==> config.mk <==
export PLATFORM = sky130hd
export DESIGN_NAME = dense_layer_sequencer_flat
export DESIGN_NICKNAME = d
export VERILOG_FILES = /design/src/rtl/dense_layer_sequencer_if.sv /design/src/rtl/dense_layer_sequencer.sv /design/src/flat_wrapper.sv
export SDC_FILE = /design/constraint.sdc
export NUM_CORES = 1
export LEC_CHECK = 0
export CORE_ASPECT_RATIO = 1.4
export CORE_MARGIN = 3
export CORE_UTILIZATION = 45
export CTS_CLUSTER_SIZE = 28
export DETAILED_ROUTE_END_ITERATION = 8
export DONT_BUFFER_PORTS = 1
export SLEW_MARGIN = 20
export SYNTH_ARGS = -nofsm -noshare
export SYNTH_HDL_FRONTEND = slang
export SYNTH_SLANG_ARGS = --single-unit
==> constraint.sdc <==
create_clock -name clk -period 3.9 [get_ports clk]
set_clock_uncertainty 0.15 [all_clocks]
set_input_delay 0.195 -clock clk [delete_from_list [all_inputs] [get_ports clk]]
set_output_delay 0.195 -clock clk [all_outputs]
set_load 0.01 [all_outputs]
==> src/rtl/dense_layer_sequencer_if.sv <==
// Handshake and memory-control bundle between the dense-layer sequencer and its
// surroundings: input stream, RAM/ROM addressing, MAC and activation handshakes.
`timescale 1ns/1ps
interface dense_layer_sequencer_if #(
    parameter int IAW = 7,
    parameter int WAW = 10,
    parameter int BAW = 6,
    parameter int RAW = 4
);
    logic           start;
    logic           s_tvalid;
    logic           s_tready;
    logic           in_we;
    logic [IAW-1:0] in_waddr;
    logic [IAW-1:0] in_raddr;
    logic           w_en;
    logic [WAW-1:0] w_addr;
    logic           acc_clear;
    logic           mac_start;
    logic           mac_done;
    logic [BAW-1:0] b_addr;
    logic           act_start;
    logic           act_done;
    logic           res_we;
    logic [RAW-1:0] res_addr;
    logic           busy;
    logic           done;

    modport slave (
        input  start, s_tvalid, mac_done, act_done,
        output s_tready, in_we, in_waddr, in_raddr, w_en, w_addr, acc_clear,
               mac_start, b_addr, act_start, res_we, res_addr, busy, done
    );

    modport master (
        output start, s_tvalid, mac_done, act_done,
        input  s_tready, in_we, in_waddr, in_raddr, w_en, w_addr, acc_clear,
               mac_start, b_addr, act_start, res_we, res_addr, busy, done
    );
endinterface

==> src/rtl/dense_layer_sequencer.sv <==
// Sequences one dense-layer pass: load N_IN inputs, N_OUT x N_IN MAC steps, bias+sigmoid
// and result store per neuron. Optional busy-cycle counter under DENSE_SEQ_PERF_CNT_EN.
`timescale 1ns/1ps
module dense_layer_sequencer #(
    parameter int N_IN  = 64,
    parameter int N_OUT = 10,
    parameter int IAW   = 7,
    parameter int WAW   = 10,
    parameter int BAW   = 6,
    parameter int RAW   = 4
) (
    input  logic                   clk,
    input  logic                   rst,
    dense_layer_sequencer_if.slave bus
`ifdef DENSE_SEQ_PERF_CNT_EN
    ,
    output logic [31:0]            perf_cycles
`endif
);

    typedef enum logic [2:0] {
        IDLE, LOAD, MAC_ISSUE, MAC_WAIT, ACT_ISSUE, ACT_WAIT, STORE, DONE
    } state_t;

    localparam logic [IAW-1:0] LAST_K   = IAW'(N_IN - 1);
    localparam logic [BAW-1:0] LAST_N   = BAW'(N_OUT - 1);
    localparam logic [WAW-1:0] W_STRIDE = WAW'(N_IN);

    state_t         r_state;
    state_t         w_state_next;
    logic [IAW-1:0] r_count;
    logic [IAW-1:0] r_k;
    logic [BAW-1:0] r_n;
    logic [WAW-1:0] r_wbase;
    logic           r_first;

    logic w_beat;
    logic w_last_beat;
    logic w_mac_ack;
    logic w_act_ack;
    logic w_last_k;
    logic w_last_n;

    // A done input arriving in the same cycle as its start pulse belongs to no
    // issued operation, so acknowledges are masked during the first wait cycle.
    assign w_beat      = bus.s_tvalid && (r_state == LOAD);
    assign w_last_beat = w_beat && (r_count == LAST_K);
    assign w_mac_ack   = (r_state == MAC_WAIT) && !r_first && bus.mac_done;
    assign w_act_ack   = (r_state == ACT_WAIT) && !r_first && bus.act_done;
    assign w_last_k    = (r_k == LAST_K);
    assign w_last_n    = (r_n == LAST_N);

    always_ff @(posedge clk) begin
        if (rst) begin
            r_state <= IDLE;
        end else begin
            r_state <= w_state_next;
        end
    end

    always_comb begin
        w_state_next = r_state;
        case (r_state)
            IDLE:      if (bus.start) w_state_next = LOAD;
            LOAD:      if (w_last_beat) w_state_next = MAC_ISSUE;
            MAC_ISSUE: w_state_next = MAC_WAIT;
            MAC_WAIT:  if (w_mac_ack) w_state_next = w_last_k ? ACT_ISSUE : MAC_ISSUE;
            ACT_ISSUE: w_state_next = ACT_WAIT;
            ACT_WAIT:  if (w_act_ack) w_state_next = STORE;
            STORE:     w_state_next = w_last_n ? DONE : MAC_ISSUE;
            DONE:      w_state_next = IDLE;
            default:   w_state_next = IDLE;
        endcase
    end

    // r_wbase tracks n*N_IN incrementally so the weight address needs no multiplier.
    always_ff @(posedge clk) begin
        if (rst) begin
            r_count <= '0;
            r_k     <= '0;
            r_n     <= '0;
            r_wbase <= '0;
            r_first <= 1'b0;
        end else begin
            r_first <= (r_state == MAC_ISSUE) || (r_state == ACT_ISSUE);
            if ((r_state == IDLE) && bus.start) begin
                r_count <= '0;
                r_k     <= '0;
                r_n     <= '0;
                r_wbase <= '0;
            end
            if (w_beat) begin
                r_count <= r_count + 1'b1;
            end
            if (w_mac_ack) begin
                r_k <= w_last_k ? '0 : r_k + 1'b1;
            end
            if ((r_state == STORE) && !w_last_n) begin
                r_n     <= r_n + 1'b1;
                r_wbase <= r_wbase + W_STRIDE;
            end
        end
    end

    assign bus.s_tready  = (r_state == LOAD);
    assign bus.in_we     = w_beat;
    assign bus.in_waddr  = r_count;
    assign bus.in_raddr  = r_k;
    assign bus.w_en      = (r_state == MAC_ISSUE);
    assign bus.w_addr    = r_wbase + WAW'(r_k);
    assign bus.mac_start = (r_state == MAC_WAIT) && r_first;
    assign bus.acc_clear = (r_state == MAC_WAIT) && r_first && (r_k == '0);
    assign bus.b_addr    = r_n;
    assign bus.act_start = (r_state == ACT_WAIT) && r_first;
    assign bus.res_we    = (r_state == STORE);
    assign bus.res_addr  = RAW'(r_n);
    assign bus.busy      = (r_state != IDLE) && (r_state != DONE);
    assign bus.done      = (r_state == DONE);

`ifdef DENSE_SEQ_PERF_CNT_EN
    logic [31:0] r_perf;

    always_ff @(posedge clk) begin
        if (rst) begin
            r_perf <= '0;
        end else if ((r_state == IDLE) && bus.start) begin
            r_perf <= '0;
        end else if (bus.busy && (r_perf != 32'hFFFF_FFFF)) begin
            r_perf <= r_perf + 32'd1;
        end
    end

    assign perf_cycles = r_perf;
`endif

endmodule

==> src/flat_wrapper.sv <==
// flat-port wrapper written by rule: the top's interface ports become plain ports
module dense_layer_sequencer_flat 
#(
    parameter int N_IN  = 64,
    parameter int N_OUT = 10,
    parameter int IAW   = 7,
    parameter int WAW   = 10,
    parameter int BAW   = 6,
    parameter int RAW   = 4
)
  (clk, rst, bus_start, bus_s_tvalid, bus_mac_done, bus_act_done, bus_s_tready, bus_in_we, bus_in_waddr, bus_in_raddr, bus_w_en, bus_w_addr, bus_acc_clear, bus_mac_start, bus_b_addr, bus_act_start, bus_res_we, bus_res_addr, bus_busy, bus_done);
  dense_layer_sequencer_if #(.IAW(IAW), .WAW(WAW), .BAW(BAW), .RAW(RAW)) bus_i ();
  input  logic clk;
  input  logic rst;
  input wire logic [$bits(bus_i.start)-1:0] bus_start;
  input wire logic [$bits(bus_i.s_tvalid)-1:0] bus_s_tvalid;
  input wire logic [$bits(bus_i.mac_done)-1:0] bus_mac_done;
  input wire logic [$bits(bus_i.act_done)-1:0] bus_act_done;
  output wire logic [$bits(bus_i.s_tready)-1:0] bus_s_tready;
  output wire logic [$bits(bus_i.in_we)-1:0] bus_in_we;
  output wire logic [$bits(bus_i.in_waddr)-1:0] bus_in_waddr;
  output wire logic [$bits(bus_i.in_raddr)-1:0] bus_in_raddr;
  output wire logic [$bits(bus_i.w_en)-1:0] bus_w_en;
  output wire logic [$bits(bus_i.w_addr)-1:0] bus_w_addr;
  output wire logic [$bits(bus_i.acc_clear)-1:0] bus_acc_clear;
  output wire logic [$bits(bus_i.mac_start)-1:0] bus_mac_start;
  output wire logic [$bits(bus_i.b_addr)-1:0] bus_b_addr;
  output wire logic [$bits(bus_i.act_start)-1:0] bus_act_start;
  output wire logic [$bits(bus_i.res_we)-1:0] bus_res_we;
  output wire logic [$bits(bus_i.res_addr)-1:0] bus_res_addr;
  output wire logic [$bits(bus_i.busy)-1:0] bus_busy;
  output wire logic [$bits(bus_i.done)-1:0] bus_done;
  assign bus_i.start = bus_start;
  assign bus_i.s_tvalid = bus_s_tvalid;
  assign bus_i.mac_done = bus_mac_done;
  assign bus_i.act_done = bus_act_done;
  assign bus_s_tready = bus_i.s_tready;
  assign bus_in_we = bus_i.in_we;
  assign bus_in_waddr = bus_i.in_waddr;
  assign bus_in_raddr = bus_i.in_raddr;
  assign bus_w_en = bus_i.w_en;
  assign bus_w_addr = bus_i.w_addr;
  assign bus_acc_clear = bus_i.acc_clear;
  assign bus_mac_start = bus_i.mac_start;
  assign bus_b_addr = bus_i.b_addr;
  assign bus_act_start = bus_i.act_start;
  assign bus_res_we = bus_i.res_we;
  assign bus_res_addr = bus_i.res_addr;
  assign bus_busy = bus_i.busy;
  assign bus_done = bus_i.done;
  dense_layer_sequencer #(.N_IN(N_IN), .N_OUT(N_OUT), .IAW(IAW), .WAW(WAW), .BAW(BAW), .RAW(RAW)) u_core (.clk(clk), .rst(rst), .bus(bus_i));
endmodule
==> impl_metrics.py, run 1 <==
metrics = {
    "logic_synthesis": {
        "synth-edff-count": 0,
        "ys_async_sr_fraction": 0,
        "synth_top_area_frac": 0.330,
        "syn_avg_cell_area_um2": 8.28,
        "ys_seq_area_frac": 0.330,
        "netlist_instances": 205,
        "synth_cell_types": 51,
        "yosysTopAreaCell": "dfxtp_1",
        "synth_area_leaders": "dfxtp_1 33%, ha_1 5.9%, nor2_1 3.8%",
        "syn-num-nets": 219,
        "ys_warn_count": 0,
        "syn_area_um2": 1700,
        "synthFlopType": "dfxtp_1",
        "synth.ff_latch_count": 28,
    },
    "placement": {
        "hpwlAfterDp_um": 2920,
        "port-buffer-count": 0,
        "postPlaceCellArea_um2": 1660,
        "routabilityCongestion": 0.928,
    },
    "detailed_routing": {
        "drc_errors": 0,
        "drt-initial-drc-count": 56,
        "vias_per_cell": 6.09,
        "drt-total-wl_um": 4030,
        "ant_nets": 0,
        "vias": 1432,
        "first_pass_iters": 4,
        "wire_per_inst_um": 17.2,
    },
    "die": {
        "row_count": 25,
        "die_area_um2": 4550,
        "core_area_um2": 3500,
        "die_w_um": 57.9,
        "start_util": 0.484,
        "io-pin-count": 49,
        "die_h_um": 78.7,
    },
    "clock_tree": {
        "cts_inserted_buffers": 3,
        "ctsResizeCount": 0,
        "clkSlewWorstSetupHoldPaths_ns": 0.10,
        "holdBufCountCts": 1,
        "cts_max_level": 1,
        "cts_tree": "done",
        "clkLatencyLatePin_ns": 0.29,
        "clock_path_buffers": 2,
        "cts_root_buf": "clkbuf_8",
        "cts_setup_buffers": 0,
        "clkSinkCount": 28,
    },
    "grt": {
        "antenna_found_initial": 0,
        "grt_pass1_wl_um": 6650,
        "grt_max_degree": 18,
        "first_global_vias": 1410,
        "overflow": 0,
        "grt_usage": 0.185,
    },
    "critical_path": {
        "path_max_fanout": 17,
        "start_kind": "flop",
        "critical_path.top_delay_family": "simple AND/OR/NAND/NOR gates",
        "r2r_setup_slack_ns": 1.82,
        "slowest_stage": "dfxtp_1",
        "cpPeakStageDelay_ns": 0.66,
        "cp.arrival_ns": 1.78,
        "end_kind": "primary output",
        "crit_chain": "and3b_2 > and2_1 > and4b_1",
        "path_class": "reg2out",
        "crit_required_ns": 3.56,
        "critPathBufInv": 0,
    },
    "sta": {
        "hold_violations": 0,
        "tightestPinTransition_ns": 0.705,
        "rsz0062_at_grt": "no",
        "period_minus_slack_ns": 2.12,
        "slew-limit-headroom": 0.529,
        "tns_ns": 0,
        "min_period_over_period": 0.544,
        "drv_slew": 0,
        "setup_viol": 0,
        "max_freq_mhz": 472,
    },
    "layout": {
        "fin_area_um2": 1750,
        "fin_nets": 210,
        "diodes": 0,
        "syn_to_final_growth_pct": 2.88,
        "layout_commonest_cell": "dfxtp_1",
        "drive_gt1_frac": 0.0769,
        "mostFrequentLayoutCells": "28 x dfxtp_1, 17 x nor2_1, 16 x nand2_1",
    },
    "flow_run": {
        "cap_violations": 0,
    },
    "worst_hold_path": {
        "hold_class": "in2reg",
    },
    "power": {
        "irDropWorstVdd_uv": 236,
        "powerDensity_nw_per_um2": 349,
        "p_leak_nw": 0.657,
    },
    "status": {
        "outcome": "complete, no violations",
    },
}
metrics by stage:
stage	std cells	hold WS, ns	total power [W]	setup slack, ns	utilization
CTS	235	0.0189	0.000613	1.78	0.498
detailed placement	230	0.120	0.000375	1.84	0.475
global placement	230	0.117	0.000374	1.88	0.475
finish	235	0.0224	0.000609	1.78	0.498
floorplan	205	0.292	0.000363	2.11	-
global route	235	0.0278	0.000638	1.64	0.498
cells by family after synthesis:
group / synth area share
DFF: 0.330
muxes: 0.0133
adders and majority gates: 0.0590
AOI/OAI and AO/OA: 0.172
xor gates and xnor gates: 0.0671
other: 0.00221
buffers and inverters: 0.0642
and+or+nand+nor: 0.292
sequential cells by signal (all words and copies together), names as in the netlist:
register and cells:
u_core.bus.b_addr 6, u_core.bus.in_waddr 7, u_core.r_wbase 4, u_core.r_state 3
u_core.r_first 1, u_core.bus.in_raddr 7
report_power, final:
group	leakage, nW	total, W	internal, W	switching, W
combinational	0.395	0.0000677	0.0000232	0.0000445
clock	0.0357	0.000236	0.000138	0.0000983
sequential	0.226	0.000306	0.000291	0.0000150
total	0.657	0.000609	0.000452	0.000158
cell type report:
| class | count | area (um2) |
|---|---|---|
| tap | 40 | 50.0 |
| multi-input combinational | 155 | 1030 |
| sequential | 28 | 561 |
| timing repair buffer | 1 | 10.0 |
| clock inverter | 1 | 30.0 |
| clock buffer | 3 | 41.3 |
| inverter | 7 | 26.3 |
| fill | 345 | 1760 |
routing by layer:
| layer | vias up | global-route usage | share of wire |
|---|---|---|---|
| li1 | 717 | - | - |
| met3 | 9 | 0.0362 | 0.049 |
| met4 | 0 | 0.0951 | 0.026 |
| met2 | 36 | 0.308 | 0.49 |
| met1 | 670 | 0.221 | 0.43 |
| met5 | - | 0 | 0 |
cell usage after synthesis, drive strengths merged, types with 2 or more instances:
cell type / number
a211oi: 4
nand4: 6
nand2b: 6
or4: 2
or2: 4
o211ai: 2
o21a: 3
inv: 7
nor3b: 3
o311ai: 2
a22oi: 2
xnor2: 7
and3: 5
o31ai: 2
and3b: 2
a311oi: 2
a22o: 2
nor3: 3
mux2: 2
xor2: 6
clkbuf: 4
buf: 11
and2: 4
dfxtp: 28
a21oi: 12
a21o: 2
ha: 8
nor2: 17
or3: 2
nand4bb: 2
o21ai: 4
nand3: 11
nand2: 16
worst reg2reg max path, cell delays in order, from the launching register on:
cell and delay, ns:
dfxtp_1 0.45, ha_1 0.23, nand3_1 0.17, o41ai_1 0.39, o21ai_1 0.20, o311a_1 0.38
path summary, 6_finish.rpt:
path / start / endpoint / cells past startpoint
max reg2reg: u_core.bus.in_waddr[0] / u_core.r_state[0] / 5
min reg2reg: u_core.bus.b_addr[4] / u_core.bus.b_addr[4] / 2
max: u_core.r_state[1] / bus_acc_clear / 3
min: rst / u_core.bus.b_addr[5] / 2
Note: power is estimated with default switching activity, not from simulation.
==> inputs of run 2 (changes only) <==
Clock period 3.9 ns to 2.1 ns, I/O delays scaled along.
==> impl_metrics.py, run 2 (synthesized netlist as in run 1, its figures left out) <==
metrics = {
    "detailed_routing": {
        "vias": 1477,
        "drc_errors": 0,
        "drt-initial-drc-count": 48,
        "first_pass_iters": 4,
        "vias_per_cell": 5.93,
        "drt-total-wl_um": 4090,
        "ant_nets": 0,
        "wire_per_inst_um": 16.4,
    },
    "power": {
        "p_sw_w": 0.000285,
        "sequentialPowerShare": 0.488,
        "irDropWorstVdd_uv": 278,
        "p_comb_frac": 0.137,
        "p_leak_nw": 0.729,
        "p_clk_frac": 0.375,
        "swShare": 0.250,
        "p_int_w": 0.000855,
        "powerDensity_nw_per_um2": 615,
    },
    "die": {
        "start_util": 0.484,
        "io-pin-count": 49,
        "die_w_um": 57.9,
        "core_area_um2": 3500,
        "die_h_um": 78.7,
        "row_count": 25,
        "die_area_um2": 4550,
    },
    "layout": {
        "multiInputGateArea_um2": 1030,
        "ff_latch_area_um2": 561,
        "fin_util": 0.529,
        "fin_area_um2": 1850,
        "diodes": 0,
        "syn_to_final_growth_pct": 9.22,
        "fill_cells": 340,
        "mostFrequentLayoutCells": "28 x dfxtp_1, 17 x nor2_1, 16 x nand2_1",
        "layout_commonest_cell": "dfxtp_1",
        "drive_gt1_frac": 0.134,
        "fin_nets": 224,
    },
    "placement": {
        "postPlaceCellArea_um2": 1760,
        "routabilityCongestion": 0.847,
        "port-buffer-count": 0,
        "hpwlAfterDp_um": 3120,
    },
    "sta": {
        "setup_viol": 0,
        "tns_ns": 0,
        "max_freq_mhz": 507,
        "hold_violations": 0,
        "rsz0062_at_grt": "no",
        "period_minus_slack_ns": 1.97,
        "holdWs_ns": 0.0173,
        "min_period_over_period": 0.939,
        "drv_slew": 0,
        "slew-limit-headroom": 0.454,
        "tightestPinTransition_ns": 0.816,
    },
    "clock_tree": {
        "ctsResizeCount": 0,
        "clock_path_buffers": 2,
        "clkSinkCount": 28,
        "cts_tree": "done",
        "cts_max_level": 1,
        "cts_setup_buffers": 0,
        "clkSlewWorstSetupHoldPaths_ns": 0.10,
        "cts_inserted_buffers": 3,
        "clkLatencyLatePin_ns": 0.28,
        "cts_root_buf": "clkbuf_8",
    },
    "critical_path": {
        "end_kind": "flop",
        "start_kind": "primary input",
        "crit_chain": "dlygate4sd3_1 > inv_1 > nand3_1 > a21oi_1 > a31o_2",
        "path_class": "in2reg",
        "cp.arrival_ns": 2.00,
        "crit_required_ns": 2.13,
        "cpPeakStageDelay_ns": 1.07,
        "path_max_fanout": 19,
        "slowest_stage": "dlygate4sd3_1",
    },
    "grt": {
        "grt_max_degree": 20,
        "grt_usage": 0.180,
        "first_global_vias": 1399,
        "antenna_found_initial": 0,
        "grt_pass1_wl_um": 6530,
        "overflow": 0,
    },
    "flow_run": {
        "cap_violations": 0,
    },
    "worst_hold_path": {
        "hold_class": "in2reg",
    },
    "status": {
        "outcome": "complete, no violations",
    },
}
## run 2: area by class of cell
type                       instances  share of cell area
clock inverter                     1              0.0162
clock buffer                       3              0.0223
multi-input combinational        155               0.554
sequential                        28               0.302
inverter                           7              0.0142
tap                               40              0.0270
timing repair buffer              15              0.0635
## run 2: critical path, delay by kind of cell
kind | cells | cell delay, ns
buffers and inverters | 2 | 1.42
AND/OR/NAND/NOR | 1 | 0.17
AO/OA/AOI/OAI | 2 | 0.30
## run 2: through the flow
step	total power [W]	instances	setup WS, ns
final	0.00114	249	0.129
after global routing	0.00119	249	0.0295
after CTS	0.00115	249	0.165
after detailed placement	0.000716	243	0.275
after global placement	0.000713	243	0.319
after floorplan	0.000675	205	0.312
## run 2: what timing repair did
item,CTS,global route
endpoints found under the setup margin,0,0
endpoints found under the hold margin,21,0
hold buffers,2,0
## run 2: final timing paths
kind | startpoint | to | slack (ns) | depth (start not counted)
worst max-delay path | rst | u_core.bus.in_raddr[3] | 0.13 | 5
worst max register to register | u_core.bus.in_waddr[0] | u_core.r_state[0] | 0.23 | 5
worst min register to register | u_core.bus.b_addr[4] | u_core.bus.b_addr[4] | 0.41 | 2
worst min-delay path | bus_act_done | u_core.r_state[1] | 0.02 | 4
## run 2: routing by layer
layer | share of wire | wire length (um) | GRT usage
met2 | 0.55 | 2250 | 0.344
met5 | 0 | 0 | 0
met1 | 0.39 | 1610 | 0.192
met4 | 0.0083 | 34 | 0.0487
met3 | 0.046 | 190 | 0.0395
## run 2: power by group through the flow
stage                     logic [W]  clock network (W)  registers (W)
after floorplan            0.000111                  0       0.000564
after global placement     0.000146                  0       0.000568
after detailed placement   0.000147                  0       0.000569
after CTS                  0.000157           0.000434       0.000557
after global routing       0.000175           0.000458       0.000558
final                      0.000157           0.000427       0.000557
